**src/rtl/imm_extend_pipe.sv**
```systemverilog
// Immediate extraction and extension for RISC-V and ARM instruction words,
// followed by an elastic register pipeline of STAGES slices.
module imm_extend_pipe #(
  parameter int XLEN   = 32,
  parameter int STAGES = 1
) (
  input  logic            clk,
  input  logic            reset,
  input  logic            flush,
  input  logic            in_valid,
  output logic            in_ready,
  input  logic            in_arm,
  input  logic [31:0]     in_instr,
  input  logic [2:0]      in_immsrc,
  output logic            out_valid,
  input  logic            out_ready,
  output logic [XLEN-1:0] out_immext,
  output logic            out_illegal,
  output logic [15:0]     ill_count
);

  // Handshake: a transfer happens on a rising edge where valid && ready are both
  // high; the item is held stable on the outputs while valid=1 and ready=0.

  logic [31:0]     raw32;
  logic            raw_sign;
  logic            dec_illegal;
  logic [XLEN-1:0] dec_imm;
  logic [63:0]     rot_dbl;
  logic [4:0]      rot_amt;

  // raw32 already carries the 32-bit extension; raw_sign widens it to XLEN.
  always_comb begin
    raw32       = '0;
    raw_sign    = 1'b0;
    dec_illegal = 1'b0;
    rot_amt     = {in_instr[11:8], 1'b0};
    rot_dbl     = {2{24'b0, in_instr[7:0]}} >> rot_amt;
    if (!in_arm) begin
      case (in_immsrc)
        3'b000: begin
          raw32    = {{20{in_instr[31]}}, in_instr[31:20]};
          raw_sign = in_instr[31];
        end
        3'b001: begin
          raw32    = {{20{in_instr[31]}}, in_instr[31:25], in_instr[11:7]};
          raw_sign = in_instr[31];
        end
        3'b010: begin
          raw32    = {{19{in_instr[31]}}, in_instr[31], in_instr[7],
                      in_instr[30:25], in_instr[11:8], 1'b0};
          raw_sign = in_instr[31];
        end
        3'b011: begin
          raw32    = {{11{in_instr[31]}}, in_instr[31], in_instr[19:12],
                      in_instr[20], in_instr[30:21], 1'b0};
          raw_sign = in_instr[31];
        end
        3'b100: begin
          raw32    = {in_instr[31:12], 12'b0};
          raw_sign = in_instr[31];
        end
        3'b101:  raw32 = {27'b0, in_instr[19:15]};
        default: dec_illegal = 1'b1;
      endcase
    end else begin
      case (in_immsrc)
        3'b000: raw32 = {24'b0, in_instr[7:0]};
        3'b001: raw32 = {20'b0, in_instr[11:0]};
        3'b010: begin
          raw32    = {{6{in_instr[23]}}, in_instr[23:0], 2'b00};
          raw_sign = in_instr[23];
        end
        3'b011:  raw32 = rot_dbl[31:0];
        3'b100:  raw32 = {16'b0, in_instr[19:16], in_instr[11:0]};
        default: dec_illegal = 1'b1;
      endcase
    end
    dec_imm = XLEN'(raw32) | (raw_sign ? ~XLEN'(32'hFFFF_FFFF) : '0);
  end

  logic [STAGES-1:0] valid_q;
  logic [STAGES-1:0] ill_q;
  logic [XLEN-1:0]   imm_q [STAGES];
  logic [STAGES-1:0] load;
  logic              accept;

  // A slice may load when it, or any slice downstream of it, has a free spot,
  // or when the last slice is draining this cycle.
  always_comb begin
    load = '0;
    for (int k = 0; k < STAGES; k++) begin
      load[k] = out_ready;
      for (int j = 0; j < STAGES; j++) begin
        if (j >= k && !valid_q[j]) load[k] = 1'b1;
      end
    end
  end

  assign in_ready = load[0] && !flush && !reset;
  assign accept   = in_valid && in_ready;

  always_ff @(posedge clk) begin
    if (reset) begin
      valid_q <= '0;
      ill_q   <= '0;
      for (int k = 0; k < STAGES; k++) imm_q[k] <= '0;
    end else begin
      if (load[0]) begin
        valid_q[0] <= accept;
        if (accept) begin
          imm_q[0] <= dec_imm;
          ill_q[0] <= dec_illegal;
        end
      end
      for (int k = 1; k < STAGES; k++) begin
        if (load[k]) begin
          valid_q[k] <= valid_q[k-1];
          if (valid_q[k-1]) begin
            imm_q[k] <= imm_q[k-1];
            ill_q[k] <= ill_q[k-1];
          end
        end
      end
      if (flush) valid_q <= '0;
    end
  end

  assign out_valid   = valid_q[STAGES-1];
  assign out_immext  = imm_q[STAGES-1];
  assign out_illegal = ill_q[STAGES-1];

  // A delivery that coincides with flush still counts.
  always_ff @(posedge clk) begin
    if (reset) begin
      ill_count <= '0;
    end else if (out_valid && out_ready && out_illegal && ill_count != 16'hFFFF) begin
      ill_count <= ill_count + 16'd1;
    end
  end

endmodule

```
**config.mk**
```make
export PLATFORM = sky130hd
export DESIGN_NAME = imm_extend_pipe
export DESIGN_NICKNAME = d
export VERILOG_FILES = /design/src/rtl/imm_extend_pipe.sv
export SDC_FILE = /design/constraint.sdc
export NUM_CORES = 1
export LEC_CHECK = 0
export CAP_MARGIN = 20
export CORE_ASPECT_RATIO = 1.75
export CORE_MARGIN = 5
export CORE_UTILIZATION = 30
export CTS_CLUSTER_SIZE = 14
export DETAILED_ROUTE_END_ITERATION = 8
export GPL_TIMING_DRIVEN = 0
export PLACE_DENSITY = 0.56
export SLEW_MARGIN = 40
export SYNTH_ARGS = -nofsm -noshare
export SYNTH_HDL_FRONTEND = slang
export SYNTH_SLANG_ARGS = --single-unit
```
**constraint.sdc**
```tcl
create_clock -name clk -period 3.21 [get_ports clk]
set_input_delay 0.642 -clock clk [delete_from_list [all_inputs] [get_ports clk]]
set_output_delay 0.642 -clock clk [all_outputs]
set_load 0.05 [all_outputs]
```
==> results.sh, run 1 <==
export IMPL_outcome="complete, no violations"
export IMPL_layout_utilization_pct=40.9
export IMPL_fp_dieH_um=153
export IMPL_r2r_end="imm_q[0][11]"
export IMPL_cts_made_buffers=5
export IMPL_numClockSinks=50
export IMPL_cts_root_buf="sky130_fd_sc_hd__clkbuf_16"
export IMPL_fp_dieArea_sq_um=14100
export IMPL_drt_pass1_iter_count=7
export IMPL_critical_path_startpoint_type="input port"
export IMPL_syn_area_per_cell_sq_um=8.42
export IMPL_yosys_area_top_type="sky130_fd_sc_hd__edfxtp_1"
export IMPL_clock_tree_buffer_depth=2
export IMPL_post_place_cells=641
export IMPL_worst_slack_ns=0.300
export IMPL_route_detailed_wl_per_inst_um=22.5
export IMPL_synth_top_cells_by_area="sky130_fd_sc_hd__edfxtp_1 (27%), sky130_fd_sc_hd__dfxtp_1 (10%), sky130_fd_sc_hd__a21oi_1 (7.7%), sky130_fd_sc_hd__mux2i_1 (4.3%), sky130_fd_sc_hd__o22ai_1 (4.3%)"
export IMPL_finish_cell_count_without_fillers=649
export IMPL_worst_clock_skew_ns=0.00291
export IMPL_post_synthesis_sequential_area_ratio_pct=37.4
export IMPL_min_path_type="flip-flop to flip-flop"
export IMPL_drt_first_iter_violations=249
export IMPL_grt_start_max_net_pins=33
export IMPL_ys_types=52
export IMPL_min_delay_start="ill_count[10]"
export IMPL_finalSetupViolCount=0
export IMPL_rsz_0062_raised_after_global_routing="false"
export IMPL_grt_first_pass_wirelength_mm=22.0
export IMPL_tritoncts="done"
export IMPL_hold_end="ill_count[10]"
export IMPL_synth_edf_count=32
export IMPL_routabilityCongestion=0.991
export IMPL_crit_type="input port to flip-flop"
export IMPL_antenna_found_initial=0
export IMPL_num_nets_final=555
export IMPL_reg2reg_slack_ns=0.99
export IMPL_drv_max_cap_violation_count=0
export IMPL_max_slew_margin_rel_pct=36.0
export IMPL_r2r_cells=4
export IMPL_synthesis_area_sq_um=3530
export IMPL_num_antenna_cells=0
export IMPL_post_cts_resized_instances=0
export IMPL_hold_viol=0
export IMPL_syn_nets=461
export IMPL_vdd_ir_drop_max_mv=0.164
export IMPL_period_needed_ns=2.91
export IMPL_critical_path_max_fanout=10
export IMPL_worst_hold_path_num_cells=1
export IMPL_area_growth_pct=34.3
export IMPL_ctsHtreeMaxLevel=2
export IMPL_boundaryPins=92
export IMPL_detail_route_wirelength_mm=14.6
export IMPL_global_route_usage_total_pct=20.2
export IMPL_rows=52
export IMPL_crit_arrival_ns=2.93
export IMPL_grt_overflow_total=0
export IMPL_required_ns=3.23
export IMPL_synth_warnings=0
export IMPL_drive_gt1_share_pct=5.25
export IMPL_dp_hpwl_mm=11.7
export IMPL_postSynthCellCount=419
export IMPL_dr_total_vias=3831
export IMPL_place_ws_ns=0.0575
export IMPL_max_freq_mhz=344
export IMPL_synth_flop_cell="sky130_fd_sc_hd__edfxtp_1"
export IMPL_slew_viol_final=0
export IMPL_detail_route_antenna_nets=0
export IMPL_number_of_remaining_drc_errors=0
export IMPL_postCtsHoldBufs=0
export IMPL_post_synth_top_area_fraction_pct=27.2
export IMPL_static_leakage_power_nw=1.53
export IMPL_tightest_slew_ns=0.953
export IMPL_start_util_pct=30.5
export IMPL_floorplan_die_width_um=92.0
export IMPL_worstSetupEndpointType="flip-flop"
export IMPL_fin_crit_sh_pct=90.7
export IMPL_worst_skew_pair_late_latency_ns=0.28
export IMPL_power_per_cell_area_nw_per_um2=371
export IMPL_ys_seq_elements=50
export IMPL_vias_in_the_first_global_route=3830
export IMPL_io_buffers=87
export IMPL_async_reset_ff_share_pct=0
export IMPL_most_common_cell_in_the_synthesized_netlist="sky130_fd_sc_hd__a21oi_1"
export IMPL_clkTransAtPathRegs_ns=0.07
export IMPL_cts_post_setup_buffers_inserted=0
export IMPL_r2r_start="out_valid"
export IMPL_synth_commonest_cells="sky130_fd_sc_hd__a21oi_1 (54), sky130_fd_sc_hd__nor2_1 (37), sky130_fd_sc_hd__edfxtp_1 (32), sky130_fd_sc_hd__nand2_1 (31), sky130_fd_sc_hd__o22ai_1 (24)"
export IMPL_core_area_sq_um=11600
export IMPL_via_per_inst=5.90
flip-flops by register name (all words and copies together), names as in the netlist:
name,flops
ill_count,16
imm_q,32
out_illegal,1
out_valid,1
cell families (layout without fill, tap and decap cells):
family,Yosys count,count (layout),share of synthesized area [%]
adder cells (fa/ha/maj),1,1,0.355
AND/OR/NAND/NOR,144,144,21.3
XOR/XNOR,12,12,2.98
buffers and inverters,40,135,4.68
multiplexers,18,18,5.21
flip-flops,50,50,37.4
AO/OA/AOI/OAI,154,154,28.0
cells in the final DEF (no fill, tap or decap), types with 10 or more instances in the layout:
cell type,count
sky130_fd_sc_hd__o21ai_0,13
sky130_fd_sc_hd__a22oi_1,13
sky130_fd_sc_hd__dfxtp_1,18
sky130_fd_sc_hd__nand2_1,31
sky130_fd_sc_hd__nor2b_1,15
sky130_fd_sc_hd__nand3_1,18
sky130_fd_sc_hd__xnor2_1,10
sky130_fd_sc_hd__clkdlybuf4s50_1,87
sky130_fd_sc_hd__edfxtp_1,32
sky130_fd_sc_hd__a21oi_1,54
sky130_fd_sc_hd__nor2_1,37
sky130_fd_sc_hd__clkbuf_1,23
sky130_fd_sc_hd__o22ai_1,24
sky130_fd_sc_hd__mux2i_1,15
critical path, cell delays in order:
cell	delay, ns
sky130_fd_sc_hd__clkdlybuf4s50_1	0.48
sky130_fd_sc_hd__buf_2	0.25
sky130_fd_sc_hd__buf_1	0.46
sky130_fd_sc_hd__clkbuf_1	0.52
sky130_fd_sc_hd__o22ai_1	0.14
sky130_fd_sc_hd__a211oi_1	0.29
sky130_fd_sc_hd__o22ai_1	0.12
worst max-delay path by stage:
| stage | slack [ns] | startpoint | to |
|---|---|---|---|
| finish | 0.30 | in_immsrc[2] | imm_q[0][4] |
| global route | 0.16 | in_immsrc[2] | imm_q[0][4] |
| global placement | -0.19 | out_ready | imm_q[0][6] |
| CTS | 0.33 | out_ready | in_ready |
| detailed placement | 0.06 | in_immsrc[2] | imm_q[0][4] |
| floorplan | 0.51 | out_valid | imm_q[0][12] |
report_power, final:
part / switching (mW) / internal [mW]
Sequential: 0.00621 / 0.705
Combinational: 0.285 / 0.156
Clock: 0.228 / 0.377
metrics by stage:
| step | setup TNS [ns] | area, sq um | hold WS (ns) | power (mW) |
|---|---|---|---|---|
| after floorplan | 0 | 3530 | 0.721 | 0.977 |
| after global placement | -6.04 | 4570 | 0.503 | 1.16 |
| after detailed placement | 0 | 4570 | 0.507 | 1.16 |
| after CTS | 0 | 4740 | 0.523 | 1.77 |
| after global routing | 0 | 4740 | 0.554 | 1.82 |
| final | 0 | 4740 | 0.525 | 1.76 |
per-layer routing:
metal  part of all wire [%]  global-route usage [%]  routed length (um)  vias to the layer above
met1                     35                    21.2                5070                     1798
met3                    6.1                    2.75                 893                       39
li1                       -                       -                   -                     1792
met5                      0                       0                   0                        -
met4                    4.3                    9.78                 633                        0
met2                     55                    38.5                8000                      202
cell type report:
type,count,area (sq um)
Fill cell,1206,6840
Multi-Input combinational cell,329,2040
Sequential cell,50,1320
Timing Repair Buffer,87,871
Tap cell,135,169
Buffer,37,154
Clock buffer,6,133
Clock inverter,2,36.3
Inverter,3,11.3
No activity file was read; power rests on OpenSTA's default activity.
==> inputs of run 2 (changes only) <==
--- a/config.mk
+++ b/config.mk
@@ -13,6 +13,7 @@
 export DETAILED_ROUTE_END_ITERATION = 8
 export GPL_TIMING_DRIVEN = 0
 export PLACE_DENSITY = 0.56
+export REMOVE_ABC_BUFFERS = 1
 export SLEW_MARGIN = 40
 export SYNTH_ARGS = -nofsm -noshare
 export SYNTH_HDL_FRONTEND = slang
==> results.sh, run 2 (synthesis results as in run 1) <==
export IMPL_numClockSinks=50
export IMPL_outcome="complete, no violations"
export IMPL_routabilityCongestion=0.896
export IMPL_cts_post_setup_buffers_inserted=0
export IMPL_whs_ns=0.525
export IMPL_worstSetupEndpointType="flip-flop"
export IMPL_vdd_ir_drop_max_mv=0.217
export IMPL_largest_reg_flops=32
export IMPL_place_ws_ns=-0.261
export IMPL_timing_critical_path_slowest_stage_cell="sky130_fd_sc_hd__nor2b_1"
export IMPL_core_area_sq_um=11600
export IMPL_max_freq_mhz=338
export IMPL_grt_overflow_total=0
export IMPL_worst_skew_pair_late_latency_ns=0.30
export IMPL_worst_clock_skew_ns=0.00604
export IMPL_dr_total_vias=3670
export IMPL_static_leakage_power_nw=1.49
export IMPL_power_per_cell_area_nw_per_um2=370
export IMPL_dp_hpwl_mm=9.38
export IMPL_drive_gt1_share_pct=5.39
export IMPL_hold_viol=0
export IMPL_global_route_usage_total_pct=17.3
export IMPL_worst_slack_ns=0.248
export IMPL_fp_dieArea_sq_um=14100
export IMPL_via_per_inst=5.95
export IMPL_drt_pass1_iter_count=5
export IMPL_vias_in_the_first_global_route=3672
export IMPL_finalSetupViolCount=0
export IMPL_critical_path_startpoint_type="input port"
export IMPL_grt_first_pass_wirelength_mm=19.4
export IMPL_crit_arrival_ns=3.09
export IMPL_cts_made_buffers=5
export IMPL_area_growth_pct=31.6
export IMPL_drv_max_cap_violation_count=0
export IMPL_finish_cell_count_without_fillers=617
export IMPL_antenna_found_initial=0
export IMPL_timing_critical_path_buf_inv=1
export IMPL_drt_first_iter_violations=316
export IMPL_boundaryPins=92
export IMPL_biggestRegsByFlops="imm_q (32), ill_count (16)"
export IMPL_slew_viol_final=0
export IMPL_detail_route_wirelength_mm=12.4
export IMPL_cts_root_buf="sky130_fd_sc_hd__clkbuf_16"
export IMPL_tritoncts="done"
export IMPL_fin_crit_sh_pct=92.3
export IMPL_ctsHtreeMaxLevel=2
export IMPL_num_nets_final=523
export IMPL_num_antenna_cells=0
export IMPL_rsz_0062_raised_after_global_routing="false"
export IMPL_min_path_type="flip-flop to flip-flop"
export IMPL_post_place_cells=609
export IMPL_clkTransAtPathRegs_ns=0.07
export IMPL_required_ns=3.34
export IMPL_clock_tree_buffer_depth=2
export IMPL_io_buffers=91
export IMPL_grt_start_max_net_pins=40
export IMPL_detail_route_antenna_nets=0
export IMPL_timing_critical_path_max_delay_family="simple AND/OR/NAND/NOR gates"
export IMPL_route_detailed_wl_per_inst_um=20.1
export IMPL_fp_dieH_um=153
export IMPL_max_flop_register="imm_q"
export IMPL_rows=52
export IMPL_highest_cell_delay_on_the_worst_timing_path_ns=0.69
export IMPL_number_of_remaining_drc_errors=0
export IMPL_start_util_pct=30.5
export IMPL_commonest_cells_after_routing_fill_and_taps_aside="sky130_fd_sc_hd__clkdlybuf4s50_1 (86), sky130_fd_sc_hd__a21oi_1 (54), sky130_fd_sc_hd__nor2_1 (37)"
export IMPL_tightest_slew_ns=0.805
export IMPL_crit_type="input port to flip-flop"
export IMPL_max_slew_margin_rel_pct=46.2
export IMPL_critical_path_top_cell_by_count="sky130_fd_sc_hd__a21oi_1"
export IMPL_floorplan_die_width_um=92.0
export IMPL_layout_cells_most_common="sky130_fd_sc_hd__clkdlybuf4s50_1"
export IMPL_period_needed_ns=2.96
export IMPL_num_fill_cells=1194
export IMPL_crit_chain="buf_2 -> nor2b_1 -> nor2b_2 -> a21oi_1 -> a2bb2oi_1 -> a21oi_1"
export IMPL_critical_path_max_fanout=39
run 2: cell count changes in the layout (fill, tap and decap cells not counted), moves of 2 or more:
cell,change
sky130_fd_sc_hd__buf_1,-4
sky130_fd_sc_hd__buf_2,-5
sky130_fd_sc_hd__clkbuf_1,-23
sky130_fd_sc_hd__nor2b_1,-2
sky130_fd_sc_hd__nor2b_2,+2
run 2: power by group:
group / switching (mW) / internal [mW] / total [mW]
Combinational: 0.259 / 0.153 / 0.412
Sequential: 0.00576 / 0.704 / 0.709
Clock: 0.257 / 0.339 / 0.595
Total: 0.522 / 1.19 / 1.72
run 2: what timing repair did:
| item | CTS | global route |
|---|---|---|
| resized for setup | 1 | 0 |
| hold endpoints to repair | 0 | 0 |
| hold buffers | 0 | 0 |
| endpoints found under the setup margin | 1 | 0 |
run 2: area by class of cell:
class	count	area (sq um)	area share (%)
Multi-Input combinational cell	329	2060	44.4
Sequential cell	50	1320	28.5
Timing Repair Buffer	92	917	19.8
Tap cell	135	169	3.64
Clock buffer	6	150	3.23
Clock inverter	2	13.8	0.296
Inverter	3	11.3	0.243
run 2: worst paths after layout:
path                              startpoint           end  slack (ns)  cells past startpoint
worst max-delay path            in_immsrc[2]  imm_q[0][30]        0.25                      6
worst min-delay path            ill_count[1]  ill_count[1]        0.53                      2
worst max register to register     out_valid   imm_q[0][2]        0.95                      4
worst min register to register  ill_count[1]  ill_count[1]        0.53                      2
run 2: routing by layer:
| layer | wire [um] | global-route usage (%) | vias up |
|---|---|---|---|
| met5 | 0 | 0 | - |
| met1 | 4540 | 19.1 | 1737 |
| li1 | - | - | 1725 |
| met3 | 754 | 3.15 | 38 |
| met2 | 6500 | 30.9 | 170 |
| met4 | 592 | 9.28 | 0 |
run 2: worst min-delay path: stages (launching register included):
cell,delay [ns]
sky130_fd_sc_hd__dfxtp_1,0.34
sky130_fd_sc_hd__o21ai_0,0.08
sky130_fd_sc_hd__a21oi_1,0.06
run 2: per-stage QoR:
step                      util [%]  total power [mW]  TNS, ns  area (sq um)
final                         40.1              1.72        0          4640
after global routing          40.1              1.78        0          4640
after CTS                     40.0              1.73        0          4640
after detailed placement      38.6              1.13    -7.93          4470
after global placement        38.5              1.13   -52.49          4450
after floorplan                  -             0.942        0          3370
